`config.mk`:
```
export PLATFORM = sky130hd
export DESIGN_NAME = exec_muldiv_flat
export DESIGN_NICKNAME = d
export VERILOG_FILES = /design/src/rtl/exec_muldiv_pkg.sv /design/src/rtl/exec_muldiv_if.sv /design/src/rtl/exec_muldiv_div_radix2.sv /design/src/rtl/exec_muldiv.sv /design/src/flat_wrapper.sv
export SDC_FILE = /design/constraint.sdc
export NUM_CORES = 2
export LEC_CHECK = 0
export BUFFER_PORTS_ARGS = -buffer_cell sky130_fd_sc_hd__clkbuf_2
export CORE_UTILIZATION = 72
export CTS_BUF_LIST = sky130_fd_sc_hd__clkbuf_8
export DETAILED_ROUTE_END_ITERATION = 7
export PLACE_DENSITY_LB_ADDON = 0.12
export REMOVE_ABC_BUFFERS = 1
export SLEW_MARGIN = 0
export SYNTH_ARGS = -nofsm -noshare
export SYNTH_HDL_FRONTEND = slang
export SYNTH_HIERARCHICAL = 1
export SYNTH_SLANG_ARGS = --single-unit
export TNS_END_PERCENT = 100
```
`constraint.sdc`:
```
create_clock -name clk -period 17.91 [get_ports clk]
set_input_delay 4.4775 -clock clk [delete_from_list [all_inputs] [get_ports clk]]
set_output_delay 4.4775 -clock clk [all_outputs]
set_load 0.05 [all_outputs]
```
`src/rtl/exec_muldiv_pkg.sv`:
```
// Shared types and constants for the execute-stage multiply/divide unit.
package exec_muldiv_pkg;

    typedef enum logic [1:0] {
        OP_MULT  = 2'd0,
        OP_MULTU = 2'd1,
        OP_DIV   = 2'd2,
        OP_DIVU  = 2'd3
    } muldiv_op_t;

    // Radix-2 divider iterations for 32-bit operands.
    localparam int unsigned DIV_CYCLES = 32;

endpackage

```
`src/rtl/exec_muldiv_if.sv`:
```
// Execute-stage <-> mul/div unit signal bundle.
interface exec_muldiv_if;
    import exec_muldiv_pkg::*;

    logic       valid_i;
    muldiv_op_t op_i;
    logic [31:0] a_i;
    logic [31:0] b_i;
    logic       advance_i;
    logic       flush_i;
    logic       stall_o;
    logic       done_o;
    logic [31:0] hi_o;
    logic [31:0] lo_o;

    // Execute-stage / pipeline-control side.
    modport master (
        output valid_i, op_i, a_i, b_i, advance_i, flush_i,
        input  stall_o, done_o, hi_o, lo_o
    );

    // Mul/div unit side.
    modport slave (
        input  valid_i, op_i, a_i, b_i, advance_i, flush_i,
        output stall_o, done_o, hi_o, lo_o
    );
endinterface

```
`src/rtl/exec_muldiv_div_radix2.sv`:
```
// Unsigned 32/32 restoring divider, one quotient bit per cycle.
// done_o, quot_o and rem_o present the result of the final iteration
// combinationally so the caller can register it on the same edge.
module div_radix2
    import exec_muldiv_pkg::*;
(
    input  logic        clk,
    input  logic        reset,
    input  logic        start_i,
    input  logic        kill_i,
    input  logic [31:0] dividend_i,
    input  logic [31:0] divisor_i,
    output logic        busy_o,
    output logic        done_o,
    output logic [31:0] quot_o,
    output logic [31:0] rem_o
);
    localparam logic [4:0] LAST = 5'(DIV_CYCLES - 1);

    logic [31:0] rem_q, quot_q, dvsr_q;
    logic [4:0]  count_q;
    logic        busy_q;

    logic [32:0] shifted;
    logic [32:0] diff;
    logic [31:0] rem_d, quot_d;

    // One restoring step: shift in next dividend bit, subtract if it fits.
    // No borrow out of bit 32 exactly when the partial remainder >= divisor.
    always_comb begin
        shifted = {rem_q, quot_q[31]};
        diff    = shifted - {1'b0, dvsr_q};
        rem_d   = diff[32] ? shifted[31:0] : diff[31:0];
        quot_d  = {quot_q[30:0], ~diff[32]};
    end

    // Iteration state: load on start, step while busy, drop busy after last step.
    always_ff @(posedge clk) begin
        if (reset || kill_i) begin
            busy_q  <= 1'b0;
            count_q <= '0;
            rem_q   <= '0;
            quot_q  <= '0;
            dvsr_q  <= '0;
        end else if (start_i) begin
            busy_q  <= 1'b1;
            count_q <= '0;
            rem_q   <= '0;
            quot_q  <= dividend_i;
            dvsr_q  <= divisor_i;
        end else if (busy_q) begin
            rem_q   <= rem_d;
            quot_q  <= quot_d;
            count_q <= count_q + 5'd1;
            if (count_q == LAST) begin
                busy_q <= 1'b0;
            end
        end
    end

    assign busy_o = busy_q;
    assign done_o = busy_q && (count_q == LAST);
    assign quot_o = quot_d;
    assign rem_o  = rem_d;
endmodule

```
`src/rtl/exec_muldiv.sv`:
```
// Execute-stage multiply/divide unit producing {HI, LO} for MULT/MULTU/DIV/DIVU.
module exec_muldiv
    import exec_muldiv_pkg::*;
(
    input  logic         clk,
    input  logic         reset,
    exec_muldiv_if.slave io
);
    typedef enum logic [1:0] {S_IDLE, S_MUL, S_DIV, S_DONE} state_e;

    state_e      state_q;
    muldiv_op_t  op_q;
    logic [31:0] a_q, b_q;
    logic [31:0] hi_q, lo_q;
    logic        done_q;

    logic        is_div_in, a_neg_in, b_neg_in, div_start;
    logic [31:0] a_mag_in, b_mag_in;
    logic [63:0] mul_a, mul_b, product;
    logic        div_busy, div_done;
    logic [31:0] div_quot, div_rem;
    logic [31:0] div_hi, div_lo;

    // Operand magnitudes for the unsigned core, taken from the live inputs on accept.
    always_comb begin
        is_div_in = (io.op_i == OP_DIV) || (io.op_i == OP_DIVU);
        a_neg_in  = (io.op_i == OP_DIV) && io.a_i[31];
        b_neg_in  = (io.op_i == OP_DIV) && io.b_i[31];
        a_mag_in  = a_neg_in ? -io.a_i : io.a_i;
        b_mag_in  = b_neg_in ? -io.b_i : io.b_i;
        div_start = (state_q == S_IDLE) && io.valid_i && !io.flush_i && is_div_in;
    end

    div_radix2 u_div (
        .clk        (clk),
        .reset      (reset),
        .start_i    (div_start),
        .kill_i     (io.flush_i),
        .dividend_i (a_mag_in),
        .divisor_i  (b_mag_in),
        .busy_o     (div_busy),
        .done_o     (div_done),
        .quot_o     (div_quot),
        .rem_o      (div_rem)
    );

    // 64-bit product on latched operands; sign extension selects MULT vs MULTU.
    always_comb begin
        mul_a   = (op_q == OP_MULT) ? {{32{a_q[31]}}, a_q} : {32'b0, a_q};
        mul_b   = (op_q == OP_MULT) ? {{32{b_q[31]}}, b_q} : {32'b0, b_q};
        product = mul_a * mul_b;
    end

    // Sign fix-up of the unsigned core result; divide-by-zero returns all-ones / raw a.
    always_comb begin
        div_lo = div_quot;
        div_hi = div_rem;
        if (b_q == '0) begin
            div_lo = '1;
            div_hi = a_q;
        end else if (op_q == OP_DIV) begin
            if (a_q[31] ^ b_q[31]) div_lo = -div_quot;
            if (a_q[31])           div_hi = -div_rem;
        end
    end

    // Control FSM with registered result and done.
    always_ff @(posedge clk) begin
        if (reset) begin
            state_q <= S_IDLE;
            op_q    <= OP_MULT;
            a_q     <= '0;
            b_q     <= '0;
            hi_q    <= '0;
            lo_q    <= '0;
            done_q  <= 1'b0;
        end else if (io.flush_i) begin
            state_q <= S_IDLE;
            done_q  <= 1'b0;
        end else begin
            case (state_q)
                S_IDLE: begin
                    if (io.valid_i) begin
                        op_q    <= io.op_i;
                        a_q     <= io.a_i;
                        b_q     <= io.b_i;
                        state_q <= is_div_in ? S_DIV : S_MUL;
                    end
                end
                S_MUL: begin
                    hi_q    <= product[63:32];
                    lo_q    <= product[31:0];
                    done_q  <= 1'b1;
                    state_q <= S_DONE;
                end
                S_DIV: begin
                    if (div_done) begin
                        hi_q    <= div_hi;
                        lo_q    <= div_lo;
                        done_q  <= 1'b1;
                        state_q <= S_DONE;
                    end else if (!div_busy) begin
                        state_q <= S_IDLE;
                    end
                end
                S_DONE: begin
                    if (io.advance_i) begin
                        done_q  <= 1'b0;
                        state_q <= S_IDLE;
                    end
                end
                default: state_q <= S_IDLE;
            endcase
        end
    end

    assign io.stall_o = io.valid_i && (state_q != S_DONE) && !io.flush_i;
    assign io.done_o  = done_q;
    assign io.hi_o    = hi_q;
    assign io.lo_o    = lo_q;
endmodule
```
`src/flat_wrapper.sv`:
```
// flat-port wrapper written by rule: the top's interface ports become plain ports
module exec_muldiv_flat import exec_muldiv_pkg::*;
  (clk, reset, io_valid_i, io_op_i, io_a_i, io_b_i, io_advance_i, io_flush_i, io_stall_o, io_done_o, io_hi_o, io_lo_o);
  exec_muldiv_if io_i ();
  input  logic clk;
  input  logic reset;
  input wire logic [$bits(io_i.valid_i)-1:0] io_valid_i;
  input wire logic [$bits(io_i.op_i)-1:0] io_op_i;
  input wire logic [$bits(io_i.a_i)-1:0] io_a_i;
  input wire logic [$bits(io_i.b_i)-1:0] io_b_i;
  input wire logic [$bits(io_i.advance_i)-1:0] io_advance_i;
  input wire logic [$bits(io_i.flush_i)-1:0] io_flush_i;
  output wire logic [$bits(io_i.stall_o)-1:0] io_stall_o;
  output wire logic [$bits(io_i.done_o)-1:0] io_done_o;
  output wire logic [$bits(io_i.hi_o)-1:0] io_hi_o;
  output wire logic [$bits(io_i.lo_o)-1:0] io_lo_o;
  assign io_i.valid_i = io_valid_i;
  assign io_i.op_i = io_op_i;
  assign io_i.a_i = io_a_i;
  assign io_i.b_i = io_b_i;
  assign io_i.advance_i = io_advance_i;
  assign io_i.flush_i = io_flush_i;
  assign io_stall_o = io_i.stall_o;
  assign io_done_o = io_i.done_o;
  assign io_hi_o = io_i.hi_o;
  assign io_lo_o = io_i.lo_o;
  exec_muldiv u_core (.clk(clk), .reset(reset), .io(io_i));
endmodule
```
Word level (Yosys, flattened, before mapping)
Cells that the tools add are included.
{"block": "totals", "ff_bits": 235, "word_cells": 86, "inputBits": 71, "output_inout_bits": 66}
{"block": "op_classes", "add_sub_neg": 6, "n_reduce_logical": 23, "muxes": 29, "bitwise_logic": 3, "multipliers": 1, "n_eq_ne": 12}
{"operator": "32-bit 2-to-1 mux", "count": 13}
{"operator": "64-bit 2-to-1 mux", "count": 2}
{"operator": "32-bit negation", "count": 4}
{"operator": "32-bit one-hot mux with 2 select lines", "count": 2}
{"operator": "64-bit by 64-bit multiplier with 64-bit output", "count": 1}
{"operator": "33-bit by 32-bit subtractor with 33-bit output", "count": 1}
{"operator": "32-bit logical NOT", "count": 1}
{"operator": "3-bit AND reduction", "count": 4}
{"operator": "2-bit equality test (second input constant)", "count": 5}
{"operator": "2-bit 2-to-1 mux", "count": 5}
{"operator": "1-bit logical AND", "count": 8}
{"operator": "2-bit one-hot mux with 4 select lines", "count": 1}
{"operator": "2-bit inequality test (second input constant)", "count": 3}
{"operator": "5-bit by 1-bit adder with 5-bit output (second input constant)", "count": 1}
{"operator": "5-bit equality test (second input constant)", "count": 1}
{"operator": "1-bit 2-to-1 mux", "count": 5}
{"operator": "2-bit logical NOT", "count": 2}
{"operator": "2-bit nonzero test", "count": 2}
{"operator": "2-bit OR reduction", "count": 2}
{"operator": "3-bit by 2-bit inequality test with 1-bit output (second input constant)", "count": 1}
{"operator": "1-bit one-hot mux with 3 select lines", "count": 1}
{"operator": "3-bit nonzero test", "count": 1}
{"operator": "2-bit by 1-bit equality test with 1-bit output (second input constant)", "count": 1}
{"operator": "1-bit logical OR", "count": 2}
{"operator": "other kinds (4)", "count": 5}

Depth between registers and ports, before layout
{"block": "depth", "ltp_word": 8, "mapped_depth": 37, "depth_no_buf": 36}

Modules after synthesis
The synthesis kept the hierarchy.
{"module": "exec_muldiv", "area_each_um2": 55987.4, "instances": 1, "cells_per_inst": 6250, "seq_area_each_um2": 2662.6}
{"module": "div_radix2", "area_each_um2": 6675.2, "instances": 1, "cells_per_inst": 826, "seq_area_each_um2": 2042.0}

Least setup slack after synthesis
No wires, ideal clock.
{"block": "synth_path", "path_type": "input to output", "from": "input port io_flush_i", "to": "output port io_stall_o", "path_stages": 2, "arrival_time_ns": 5.394, "slack_ns": 8.038, "path_buffers": 0, "required_time_ns": 13.432, "path_cell_list": "nand2b_1 -> a21oi_1"}
{"block": "synth_via", "elab_chain_len": 2}
{"element": "start, declared", "line_no": "flat_wrapper.sv:12", "rtl": "input wire logic [$bits(io_i.flush_i)-1:0] io_flush_i;"}
{"element": "1-bit logical NOT", "line_no": "exec_muldiv.sv:117", "rtl": "assign io.stall_o = io.valid_i && (state_q != S_DONE) && !io.flush_i;"}
{"element": "1-bit logical AND", "line_no": "exec_muldiv.sv:117"}
{"element": "end, declared", "line_no": "flat_wrapper.sv:13", "rtl": "output wire logic [$bits(io_i.stall_o)-1:0] io_stall_o;"}
Every way passes these cells.

Final worst setup path
{"block": "layout_path", "from": "register u_core.op_q[1]", "to": "register u_core.hi_q[26], in the netlist u_core/io.hi_o[26]"}
{"block": "layout_via", "elab_chain_len": 5, "word_cells_on_any_way": 9, "cone_classes": "mul (1); eq/ne (1); mux (6); reduce/logical (1)"}
{"element": "start, declared", "line_no": "exec_muldiv.sv:12", "rtl": "muldiv_op_t op_q;"}
{"element": "start signal, assigned", "line_no": "exec_muldiv.sv:84", "rtl": "op_q <= io.op_i;"}
{"element": "parallel branches: the longest is 4 deep, another holds 64-bit by 64-bit multiplier with 64-bit output"}
{"element": "32-bit one-hot mux with 2 select lines *", "line_no": "exec_muldiv.sv:81", "rtl": "case (state_q)"}
{"element": "end signal, assigned", "line_no": "exec_muldiv.sv:91", "rtl": "hi_q <= product[63:32];"}
{"element": "end signal, assigned", "line_no": "exec_muldiv.sv:98", "rtl": "hi_q <= div_hi;"}
{"element": "end, declared", "line_no": "exec_muldiv.sv:14", "rtl": "logic [31:0] hi_q, lo_q;"}
Mark *: on every way between the ends. The select of a mux whose other input is x is not followed.
A chain may end at the register's enable or synchronous reset.

==> impl_metrics.sql <==
INSERT INTO impl_metrics (metric_group, metric, value, unit) VALUES
('outcome', 'outcome', 'completed', ''),
('synthesis', 'synth_top_cell_area_share', '0.4549', ''),
('power', 'totalPowerFinal', '2.203', 'mW'),
('synthesis', 'synth_top_cells_by_count', '1,574 x sky130_fd_sc_hd__inv_1, 1,424 x sky130_fd_sc_hd__fa_1, 876 x sky130_fd_sc_hd__nand2_1', ''),
('layout', 'final_core_utilization', '0.7544', ''),
('synthesis', 'synth.area.mux_share', '0.01693', ''),
('clocking', 'cts_inserted_buffers', '41', ''),
('timing', 'final-hold-violation-count', '0', ''),
('global_routing', 'grt_pass1_vias', '51892', ''),
('timing', 'fmax', '87.40', 'MHz'),
('timing', 'whs', '0.4542', 'ns'),
('synthesis', 'ys_seq_elements', '235', ''),
('floorplan', 'fp.dieArea', '0.08821', 'mm^2'),
('clocking', 'clock_sinks', '235', ''),
('floorplan', 'design.portCount', '137', ''),
('route', 'post_route_ant_nets', '0', ''),
('synthesis', 'synth-main-ff-cell', 'sky130_fd_sc_hd__dfxtp_1', ''),
('clocking', 'tritoncts', 'built', ''),
('floorplan', 'floorplan.die.height', '297.0', 'um'),
('synthesis', 'synth.avg_cell_area', '8.856', 'um^2'),
('timing', 'final.setup.worst_slack', '6.469', 'ns'),
('power', 'vdd.ir_drop.worst', '0.06614', 'mV'),
('layout', 'multi_input_area', '0.05035', 'mm^2'),
('synthesis', 'syn-instance-count', '7076', ''),
('synthesis', 'synth_area_leaders', 'sky130_fd_sc_hd__fa_1 45%, sky130_fd_sc_hd__inv_1 9.4%, sky130_fd_sc_hd__dfxtp_1 7.5%', ''),
('placed_design', 'portBuffers', '136', ''),
('power', 'power.density', '34.08', 'mW/mm^2'),
('synthesis', 'synth_simple_gate_area_frac', '0.1507', ''),
('synthesis', 'yosysUniqueCellTypes', '95', ''),
('synthesis', 'count_of_flip_flops_with_a_built_in_enable_after_synthesis', '0', ''),
('synthesis', 'synth.yosys.seq_area_share', '0.07508', ''),
('synthesis', 'synth_xor_xnor_area_share', '0.03620', ''),
('run', 'drv.max_cap_violation_count', '0', ''),
('setup_path', 'type_of_element_launching_the_critical_path', 'register', ''),
('clocking', 'htree_levels', '2', ''),
('floorplan', 'core_region_area', '0.08568', 'mm^2'),
('synthesis', 'synth_compound_gate_area_share', '0.07508', ''),
('clocking', 'clk_latency', '0.62', 'ns'),
('clocking', 'post-cts-setup-buffers', '0', ''),
('synthesis', 'yosys_warnings', '6', ''),
('placed_design', 'postPlaceCellArea', '0.06376', 'mm^2'),
('timing', 'finalWorstPathRequiredPeriod', '11.44', 'ns'),
('timing', 'tightest_slew', '1.258', 'ns'),
('layout', 'drive_above_1_share', '0.05377', ''),
('route', 'initial_detailed_routing_violation_count', '5218', ''),
('route', 'drt-vias-per-instance', '5.992', ''),
('setup_path', 'worst_ep_arrival_time', '11.90', 'ns'),
('timing', 'slew_limit_headroom', '0.1614', ''),
('hold_path', 'min_path_type', 'reg -> reg', ''),
('synthesis', 'yosysMostFrequentCell', 'sky130_fd_sc_hd__inv_1', ''),
('setup_path', 'critical_path.max_stage_delay', '0.92', 'ns'),
('clocking', 'clock_tree.buffer_depth', '3', ''),
('layout', 'n_fill_cell', '6341', ''),
('placed_design', 'post_place_setup_slack', '6.649', 'ns'),
('timing', 'grt_setup_unrepaired', 'false', ''),
('timing', 'fin_worst_skew', '0.04315', 'ns'),
('setup_path', 'path_common_cell', 'sky130_fd_sc_hd__fa_1', ''),
('placed_design', 'routabilityCongestion', '1.035', ''),
('synthesis', 'synth_area_leader_cell', 'sky130_fd_sc_hd__fa_1', ''),
('setup_path', 'timing.setup.critical_path_class', 'reg -> reg', ''),
('layout', 'layout-area-overhead-vs-synth', '3.155', '%'),
('setup_path', 'worstSetupEndpointType', 'register', ''),
('power', 'total_leakage_power', '33.24', 'nW'),
('clocking', 'ctsRootBufferMaster', 'sky130_fd_sc_hd__clkbuf_8', ''),
('setup_path', 'worstPathMaxFanout', '24', ''),
('layout', 'final_net_count', '8762', ''),
('timing', 'timing.final.crit_share', '0.6388', ''),
('placed_design', 'place_inst', '8025', ''),
('floorplan', 'die_width', '297.0', 'um'),
('global_routing', 'global_route_wire_length_before_repair', '292.3', 'mm'),
('route', 'routed_wirelength', '183.8', 'mm');
## cell type report
class,count,area share
timing repair buffer,224,0.02079
inverter,1576,0.09154
clock inverter,24,0.002594
multi-input combinational,4846,0.7790
antenna,4,0.0001549
tap,1144,0.02214
sequential,235,0.07294
clock buffer,51,0.01086
## final timing paths
check / start / endpoint / slack (ns) / depth (start not counted)
setup / recovery: u_core/op_q[1] / u_core/io.hi_o[26] / 6.47 / 29
hold / removal: u_core/b_q[21] / u_core/b_q[21] / 0.45 / 2
setup reg to reg: u_core/op_q[1] / u_core/io.hi_o[26] / 6.47 / 29
hold reg to reg: u_core/b_q[21] / u_core/b_q[21] / 0.45 / 2
## routing by layer
metal,wire length (um),GRT usage
met1,66310,0.5572
met2,85540,0.6924
met3,17990,0.07778
met4,13920,0.2626
met5,13,0
## report_power, final
| group | leakage [nW] | switching [mW] | internal, mW | total, mW |
|---|---|---|---|---|
| logic | 30.8 | 0.722 | 0.381 | 1.10 |
| clock network | 0.493 | 0.253 | 0.288 | 0.542 |
| registers | 1.91 | 0.0225 | 0.536 | 0.559 |
| total | 33.2 | 0.998 | 1.21 | 2.20 |
## cell families (layout without fill, tap and decap cells)
| logic type | Yosys count | after routing |
|---|---|---|
| xor+xnor | 259 | 259 |
| compound gates | 753 | 753 |
| mux | 95 | 95 |
| buf+inv | 1995 | 1875 |
| fa+ha+maj | 1771 | 1771 |
| flops | 235 | 235 |
| simple gates | 1968 | 1968 |
| other cells | 0 | 4 |
## sequential cells by signal, summed over array words and instances, names as in the netlist, 5 cells and up
name	count
u_core/a_q	32
u_core/b_q	32
u_core/io.hi_o	32
u_core/io.lo_o	32
u_core/u_div/count_q	5
u_core/u_div/dvsr_q	32
u_core/u_div/quot_q	32
u_core/u_div/rem_q	32
## cell usage in the layout, fill, tap and decap left out, types with 51 or more instances in the layout
master                     count
sky130_fd_sc_hd__inv_1      1583
sky130_fd_sc_hd__fa_1       1424
sky130_fd_sc_hd__nand2_1     874
sky130_fd_sc_hd__and2_1      514
sky130_fd_sc_hd__ha_1        343
sky130_fd_sc_hd__a21oi_1     310
sky130_fd_sc_hd__nor2_1      303
sky130_fd_sc_hd__dfxtp_1     229
sky130_fd_sc_hd__xnor2_1     163
sky130_fd_sc_hd__clkbuf_2    135
sky130_fd_sc_hd__o21ai_0     120
sky130_fd_sc_hd__xor2_1       96
sky130_fd_sc_hd__buf_4        89
sky130_fd_sc_hd__mux2i_1      70
sky130_fd_sc_hd__a21o_1       65
sky130_fd_sc_hd__nor3_1       54
sky130_fd_sc_hd__clkbuf_8     51
## critical path, delay by kind of cell (launching register included)
family | cells | cell delay (ns)
AO/OA/AOI/OAI | 5 | 1.73
adder cells (fa/ha/maj) | 11 | 6.00
XOR/XNOR | 1 | 0.11
flip-flops | 1 | 0.34
buffers and inverters | 6 | 0.98
AND/OR/NAND/NOR | 6 | 2.13
No activity file was read; power rests on OpenSTA's default activity.
